**src/rtl/subkey_arb_pkg.sv**
```systemverilog
// subkey_arb_pkg: FSM state encoding, default subkey width and a saturating increment shared by subkey_arbiter
package subkey_arb_pkg;

    typedef enum logic [2:0] {
        IDLE    = 3'd0,
        ARB     = 3'd1,
        FETCH   = 3'd2,
        PRESENT = 3'd3,
        FINISH  = 3'd4
    } state_t;

    localparam int SUBKEY_W_DEF = 24;

    function automatic logic [31:0] sat_inc(input logic [31:0] v);
        return (&v) ? v : v + 32'd1;
    endfunction

endpackage

```
**src/rtl/subkey_arbiter_rr_pick.sv**
```systemverilog
// rr_pick: combinational rotating-priority encoder; the first requester at or after ptr (wrapping) wins
module rr_pick #(
    parameter int N_GEN = 16,
    parameter int SRC_W = (N_GEN > 1) ? $clog2(N_GEN) : 1
) (
    input  logic [N_GEN-1:0] req,
    input  logic [SRC_W-1:0] ptr,
    output logic [SRC_W-1:0] gnt_idx,
    output logic             gnt_valid
);

    logic [SRC_W:0] pos;

    // scan from the slot farthest from ptr back towards ptr so the nearest requester is the last writer
    always_comb begin
        gnt_idx   = '0;
        gnt_valid = 1'b0;
        pos       = '0;
        for (int k = N_GEN - 1; k >= 0; k--) begin
            pos = {1'b0, ptr} + (SRC_W + 1)'(k);
            if (pos >= (SRC_W + 1)'(N_GEN)) pos = pos - (SRC_W + 1)'(N_GEN);
            if (req[pos[SRC_W-1:0]]) begin
                gnt_idx   = pos[SRC_W-1:0];
                gnt_valid = 1'b1;
            end
        end
    end

endmodule

```
**src/rtl/subkey_arbiter.sv**
```systemverilog
// subkey_arbiter: drains N_GEN GenSubkey FIFOs round-robin onto a valid/ready port; optional SUBKEY_ARB_STATS_EN adds STALL_CYCLES
module subkey_arbiter
    import subkey_arb_pkg::*;
#(
    parameter  int N_GEN    = 16,
    parameter  int SUBKEY_W = SUBKEY_W_DEF,
    localparam int SRC_W    = (N_GEN > 1) ? $clog2(N_GEN) : 1
) (
    input  logic                      CLK,
    input  logic                      RESETn,
    input  logic                      START,
    input  logic [N_GEN-1:0]          GEN_DONE,
    input  logic [N_GEN-1:0]          GEN_EMPTY,
    input  logic [N_GEN*SUBKEY_W-1:0] GEN_RDDATA,
    output logic [N_GEN-1:0]          GEN_RDEN,
    output logic                      OUT_VALID,
    input  logic                      OUT_READY,
    output logic [SUBKEY_W-1:0]       OUT_SUBKEY,
    output logic [SRC_W-1:0]          OUT_SRC,
    output logic                      ALL_DONE,
    output logic [31:0]               COUNT
`ifdef SUBKEY_ARB_STATS_EN
    ,
    output logic [31:0]               STALL_CYCLES
`endif
);

    state_t           state, state_nx;
    logic [SRC_W-1:0] ptr, sel, gnt_idx;
    logic             gnt_valid, done_seen, start_ok;
    logic [31:0]      count_q;

    assign COUNT    = count_q;
    assign start_ok = START && (state == IDLE || state == FINISH);

    rr_pick #(.N_GEN(N_GEN), .SRC_W(SRC_W)) u_pick (
        .req       (~GEN_EMPTY),
        .ptr       (ptr),
        .gnt_idx   (gnt_idx),
        .gnt_valid (gnt_valid)
    );

    // read strobe lives only in ARB and only for the granted, non-empty FIFO
    always_comb GEN_RDEN = (state == ARB && gnt_valid) ? (N_GEN'(1) << gnt_idx) : '0;

    // state register
    always_ff @(posedge CLK) begin
        if (!RESETn) state <= IDLE;
        else         state <= state_nx;
    end

    // next-state: FINISH needs two consecutive all-done/all-empty ARB cycles to absorb empty-flag lag
    always_comb begin
        state_nx = state;
        case (state)
            IDLE, FINISH: state_nx = start_ok ? ARB : state;
            ARB:          state_nx = gnt_valid ? FETCH : ((&GEN_DONE && done_seen) ? FINISH : ARB);
            FETCH:        state_nx = PRESENT;
            PRESENT:      state_nx = OUT_READY ? ARB : PRESENT;
            default:      state_nx = IDLE;
        endcase
    end

    // datapath: grant capture, output register, round-robin pointer, completion and delivery count
    always_ff @(posedge CLK) begin
        if (!RESETn) begin
            ptr        <= '0;
            sel        <= '0;
            done_seen  <= 1'b0;
            OUT_VALID  <= 1'b0;
            OUT_SUBKEY <= '0;
            OUT_SRC    <= '0;
            ALL_DONE   <= 1'b0;
            count_q    <= '0;
        end else begin
            case (state)
                IDLE, FINISH: begin
                    if (START) begin
                        count_q   <= '0;
                        ALL_DONE  <= 1'b0;
                        ptr       <= '0;
                        done_seen <= 1'b0;
                    end
                end
                ARB: begin
                    if (gnt_valid) begin
                        sel       <= gnt_idx;
                        done_seen <= 1'b0;
                    end else if (&GEN_DONE) begin
                        done_seen <= 1'b1;
                        if (done_seen) ALL_DONE <= 1'b1;
                    end else begin
                        done_seen <= 1'b0;
                    end
                end
                FETCH: begin
                    OUT_SUBKEY <= GEN_RDDATA[sel*SUBKEY_W +: SUBKEY_W];
                    OUT_SRC    <= sel;
                    OUT_VALID  <= 1'b1;
                end
                PRESENT: begin
                    if (OUT_READY) begin
                        OUT_VALID <= 1'b0;
                        count_q   <= sat_inc(count_q);
                        ptr       <= (sel == SRC_W'(N_GEN - 1)) ? '0 : sel + 1'b1;
                    end
                end
                default: ;
            endcase
        end
    end

`ifdef SUBKEY_ARB_STATS_EN
    // back-pressure counter: cycles a subkey waited on the downstream stage
    always_ff @(posedge CLK) begin
        if (!RESETn || start_ok)         STALL_CYCLES <= '0;
        else if (OUT_VALID && !OUT_READY) STALL_CYCLES <= sat_inc(STALL_CYCLES);
    end
`endif

endmodule
```
**config.mk**
```make
export PLATFORM = sky130hd
export DESIGN_NAME = subkey_arbiter
export DESIGN_NICKNAME = d
export VERILOG_FILES = /design/src/rtl/subkey_arb_pkg.sv /design/src/rtl/subkey_arbiter_rr_pick.sv /design/src/rtl/subkey_arbiter.sv
export SDC_FILE = /design/constraint.sdc
export NUM_CORES = 1
export LEC_CHECK = 0
export CAP_MARGIN = 10
export CELL_PAD_IN_SITES_DETAIL_PLACEMENT = 1
export CELL_PAD_IN_SITES_GLOBAL_PLACEMENT = 1
export CORE_AREA = 2 2 194 196
export DETAILED_ROUTE_END_ITERATION = 8
export DIE_AREA = 0 0 196 198
export DONT_BUFFER_PORTS = 1
export PLACE_DENSITY = 0.52
export SYNTH_ARGS = -nofsm -noshare
export SYNTH_HDL_FRONTEND = slang
export SYNTH_HIERARCHICAL = 1
export SYNTH_SLANG_ARGS = --single-unit
```
**constraint.sdc**
```tcl
create_clock -name CLK -period 4.6 [get_ports CLK]
set_input_delay 0.46 -clock CLK [delete_from_list [all_inputs] [get_ports CLK]]
set_output_delay 0.46 -clock CLK [all_outputs]
set_load 0.1 [all_outputs]
```
Yosys cells after proc, flatten, opt, wreduce, memory -nomap -nowiden --
Cells that the tools add are included.
Storage, ports and cells: bits in registers 74, bits of input ports 420, output and inout port bits 78, logic and storage cells 211
Cells by class: add/subtract/negate cells 33, multipliers 1, order comparisons 32, eq/ne operators 12, shifts and indexed selects 2, mux-type cells 104, bitwise gates (word level) 1, reduce and logical (&&, ||, !) cells 17
Operator list (count):
- 384-bit by 10-bit indexed part select with 24-bit output | 1
- 4-bit two-way mux | 35
- 32-bit two-way mux | 3
- 4-bit by 5-bit less-than comparator with 1-bit output, second input constant | 16
- 5-bit >= comparator, second input constant | 15
- 1-bit binary-select mux with 4-bit select | 16
- 32-bit case mux with 2 select lines | 1
- 4-bit by 1-bit subtractor with 4-bit output, second input constant | 16
- 4-bit by 4-bit adder with 5-bit output, second input constant | 8
- 1-bit two-way mux | 39
- 32-bit by 1-bit adder with 32-bit output, second input constant | 1
- 32-bit AND reduction | 1
- 4-bit by 3-bit adder with 5-bit output, second input constant | 4
- 16-bit two-way mux | 1
- 16-bit inverter | 1
- 16-bit AND reduction | 1
- 1-bit by 4-bit << shifter with 16-bit output, first input constant | 1
- 2-bit != test, second input constant | 6
- 3-bit case mux with 4 select lines | 1
- 4-bit by 2-bit adder with 5-bit output, second input constant | 2
- 3-bit two-way mux | 3
- 4-bit case mux with 2 select lines | 1
- 3-bit by 2-bit equality test with 1-bit output, second input constant | 2
- 4-bit by 2-bit multiplier with 6-bit output, second input constant | 1
- other kinds (18) | 26

Depth between registers and ports, before layout --
word-level depth 23, gate-level depth with buffers 18, gate-level depth less buffers 12

Cells and area by module --
Netlist, hierarchy kept.
Modules (own cells, without submodules):
- subkey_arbiter | instances 1, cells an instance 632, area an instance 6262.3 um^2, seq. area each 1481.4 um^2
- rr_pick | instances 1, cells an instance 257, area an instance 2384.8 um^2, seq. area each 0.0 um^2

Least setup slack after synthesis --
Ideal clock, no wire load.
kind register -> output, start point register ptr[1], end point output GEN_RDEN[0], arrival 6160 ps, setup slack -2020 ps, cell stages (with the launch flop) 15, path buffers 5, cells stage by stage dfxtp_1 -> clkbuf_1 -> clkbuf_1 -> inv_1 -> ha_1 -> buf_2 -> buf_2 -> mux4_2 -> mux4_2 -> buf_2 -> nor4_1 -> o2111ai_1 -> a31o_1 -> or3_1 -> nor3_1
On the way: word-level cells in the longest chain between the ends 23, elaborated cells on any way between the ends 130, those cells by class add/sub: 31; order compare: 16; shift: 1; mux: 81; reduce/logical: 1
RTL lines:
- from (decl) | line subkey_arbiter.sv:29 | logic [SRC_W-1:0] ptr, sel, gnt_idx;
- from (signal assigned) | line subkey_arbiter.sv:105 | ptr <= (sel == SRC_W'(N_GEN - 1)) ? '0 : sel + 1'b1;
- 4-bit by 4-bit adder with 5-bit output | line subkey_arbiter_rr_pick.sv:20 | pos = {1'b0, ptr} + (SRC_W + 1)'(k);
- 4-bit by 1-bit subtractor with 4-bit output or 5-bit >= comparator (tied branches) | line subkey_arbiter_rr_pick.sv:21 | if (pos >= (SRC_W + 1)'(N_GEN)) pos = pos - (SRC_W + 1)'(N_GEN);
- 4-bit two-way mux | line subkey_arbiter_rr_pick.sv:21
- 1-bit binary-select mux with 4-bit select | line subkey_arbiter_rr_pick.sv:22 | if (req[pos[SRC_W-1:0]]) begin
- 1-bit two-way mux (implied by the code) | line subkey_arbiter_rr_pick.sv:22
- 4-bit two-way mux (15 in series) | line subkey_arbiter_rr_pick.sv:22
- 4-bit two-way mux (*) | line subkey_arbiter_rr_pick.sv:22
- net gnt_idx[2] | line subkey_arbiter.sv:29
- 1-bit by 4-bit << shifter with 16-bit output (*) | line subkey_arbiter.sv:44 | always_comb GEN_RDEN = (state == ARB && gnt_valid) ? (N_GEN'(1) << gnt_idx) : '0;
- 16-bit two-way mux (*) | line subkey_arbiter.sv:44
- to (decl) | line subkey_arbiter.sv:15 | output logic [N_GEN-1:0] GEN_RDEN,
The timed path passes the listed nets; every way through them passes the cells marked *. The select of a mux whose other input is x is not followed.

Worst setup path in the final report --
start point register ptr[0], end point output GEN_RDEN[0]
The elaborated chain is that of the path after synthesis.

==> run metrics <==
area share of the largest cell type after synthesis 0.313; largest net degree at the start of global routing between 60 and 70; Top Ports 498; worst setup margin 0.148 ns; P_int 1410 µW; via/cell ratio 6.02; post-route ant nets 0; Final HPWL DP 39,100 µm; post-synthesis simple-gate area fraction 0.151; Skew-Pair Late Insertion Delay about 0.35 ns; synth unique cells 80; first-pass GRT wire length 65,400 µm; Total Nets Final approximately 1,400; total design power 2190 µW; sw power 777 µW; Worst Setup End Kind primary output; reg2reg end ALL_DONE; # hold bufs at CTS 0; largest area contributor in the netlist mux4_2; Hold Fails Final Rpt 0; WS Path Type reg -> out; Die W 196 µm; R2R setup slack 0.91 ns; Cells after DPL about 1,400; clock network power share 0.370; achievable clock frequency 0.225 GHz; crit-path max cell delay 0.47 ns; pre-CTS setup slack -0.0160 ns; Seq pwr share 0.378; worst hold margin 0.244 ns; Synth Area in Compound Gates 0.159; #FFs+latches synth 74; row cnt 71; Post-synth EDFFs 0; synthesized area 8650 µm²; # port buffers 0; switching part of the total 0.355; r2r startpoint ptr[0]; Area Growth Syn to Fin 23.4%; Worst R2R Path Depth 12; number of global-route vias before repair 8,479; worst hold stages 2; main combinational cell family by area after synthesis multiplexers; largest fanout on the critical path 12; wire per inst ~33 µm; DRC 0; Core Region 37,000 µm²; pwr/cell area 205 nW/µm²; commonest cells after routing, fill and taps aside 120 x mux4_2, 77 x a21oi_1, 68 x buf_4; status finished, final reports clean; VDD IR max about 120 µV; adder-cell share of the synthesized area 0.0130; Tcrit/Tclk final 0.968; P_leak 0.00324 µW; ys async rst share 0; non-filler cells, final 1,429; CP max-delay cell or3_4; fillers 4,218; Comb pwr share 0.252; Post-Synth XOR/XNOR Area 0.0190; top cells by area, synth mux4_2 31%, dfxtp_1 17%, mux2i_1 8.1%; DR iter-0 viols 646; GR Overflow Total 0; CP cell instances inv_8 -> ha_4 -> buf_8 -> mux4_2 -> mux2_4 -> mux2i_2 -> buf_4 -> or3b_2 -> a31oi_1 -> o31ai_2 -> a31o_1 -> or3_4 -> nor3_4 -> buf_12; max_cap viols 0; Crit path arrival time 3.99 ns; WHS Endpoint state[2]; Slew @ Worst Pin 1.17 ns; final WL between 40,000 and 50,000 µm; Final min period 4.45 ns; CP Launch Point ptr[0]; Die Span Y 198 µm; Max-slew headroom 0.220; synthesized area per cell 9.73 µm²; hold path start RESETn; CTS tree done; mux contribution to synthesized area 0.436; Clock Tree Root clkbuf_16; die area 38,800 µm²; worst-case clock buffer depth 2; synth warn 6; Hold Path Class in -> reg; Final GP Congestion 1.28; clk sinks 74; layout cell share with drive strength beyond 1 0.362; CP Data Required Time 4.14 ns; count of final max-slew check failures 0; initial antenna violation count 52; DRT Pass-1 Iters 5; most common library cell in the layout ignoring fill and taps mux4_2; vias roughly 8,600; ys flop type dfxtp_1; gr usage total 0.237; H-tree levels 3; initial core utilization 0.234; Mapped Cells 889; Worst Skew about 0.012 ns; Setup crit start kind flop; Worst-path clk slew 0.06 ns; Net Count, Synth roughly 1,300; final setup vio count 0; Num CTS Buffers 9; register area share after synthesis 0.171
==> worst max-delay path by stage <==
| stage | endpoint | depth (start not counted) |
|---|---|---|
| finish | GEN_RDEN[0] | 14 |
| global route | GEN_RDEN[12] | 13 |
| CTS | GEN_RDEN[5] | 12 |
| detailed placement | GEN_RDEN[12] | 13 |
| global placement | GEN_RDEN[12] | 13 |
| floorplan | GEN_RDEN[12] | 15 |
==> cell usage after synthesis, types with 7 or more instances <==
master and count:
nor2_1 65, nand2_1 54, nand2b_1 8, dfxtp_1 74, mux2_2 26, a21oi_1 79, o31ai_1 15, ha_1 9
or4_1 9, nand4_1 17, buf_2 8, clkbuf_1 38, o22ai_1 10, or3_1 22, buf_1 16, inv_1 27
mux2i_1 70, nor3_1 10, o21ai_0 49, nand3_1 24, mux4_2 120, o211a_1 7
==> critical path, delay by kind of cell (launching register included) <==
kind / cells / cell delay [ns]
adders and majority gates: 1 / 0.34
DFF: 1 / 0.39
muxes: 3 / 0.57
buffers and inverters: 4 / 0.64
and+or+nand+nor: 3 / 1.10
AOI/OAI and AO/OA: 3 / 0.61
==> per-layer routing <==
layer,vias to the layer above,share of wire,track usage
li1,3633,-,-
met1,4359,0.39,0.282
met3,105,0.097,0.0945
met4,42,0.024,0.0676
met2,466,0.49,0.396
met5,-,0.0058,0
==> repair_timing <==
item,in CTS,in global routing
gates resized for setup,17,46
endpoints found under the hold margin,0,0
cloned,0,0
setup buffers,6,13
pin swaps,2,13
setup endpoints to repair,16,16
==> cell type report <==
class / instances / area, µm² / area share
diodes: 29 / 72.6 / 0.00680
multi-input cells: 715 / 7150 / 0.670
clock buffers: 11 / 243 / 0.0227
clock inverters: 5 / 85.1 / 0.00797
inverters: 31 / 128 / 0.0120
well taps: 474 / 593 / 0.0556
flip-flops and latches: 74 / 1500 / 0.141
repair buffers: 90 / 897 / 0.0841
==> flip-flops by register name, summed over array words and instances (netlist names) <==
signal,count
ALL_DONE,1
COUNT,32
OUT_SRC,4
OUT_SUBKEY,24
OUT_VALID,1
done_seen,1
ptr,4
sel,4
state,3
==> kinds of logic (layout without fill, tap and decap cells) <==
family | count (synthesis) | in the layout
buffers and inverters | 100 | 137
multiplexers | 221 | 221
AND/OR/NAND/NOR | 252 | 252
flip-flops | 74 | 74
XOR/XNOR | 14 | 14
AO/OA/AOI/OAI | 219 | 219
adder cells (fa/ha/maj) | 9 | 9
other | 0 | 29
==> per-stage QoR <==
step,TNS [ns],cell area [µm²],utilization
6_report,0,10700,0.289
5_1_grt,-0.0374,10600,0.288
4_1_cts,0,10300,0.278
3_5_place_dp,-0.0160,9830,0.266
3_3_place_gp,-0.249,9830,0.266
2_1_floorplan,-0.240,8870,-
==> power by group through the flow <==
stage / registers [µW] / logic (µW) / clock network [µW]
3_3_place_gp: 842 / 520 / 0
4_1_cts: 828 / 527 / 830
5_1_grt: 830 / 590 / 859
2_1_floorplan: 823 / 401 / 0
3_5_place_dp: 843 / 522 / 0
6_report: 827 / 552 / 808
No activity file was read; power rests on OpenSTA's default activity.
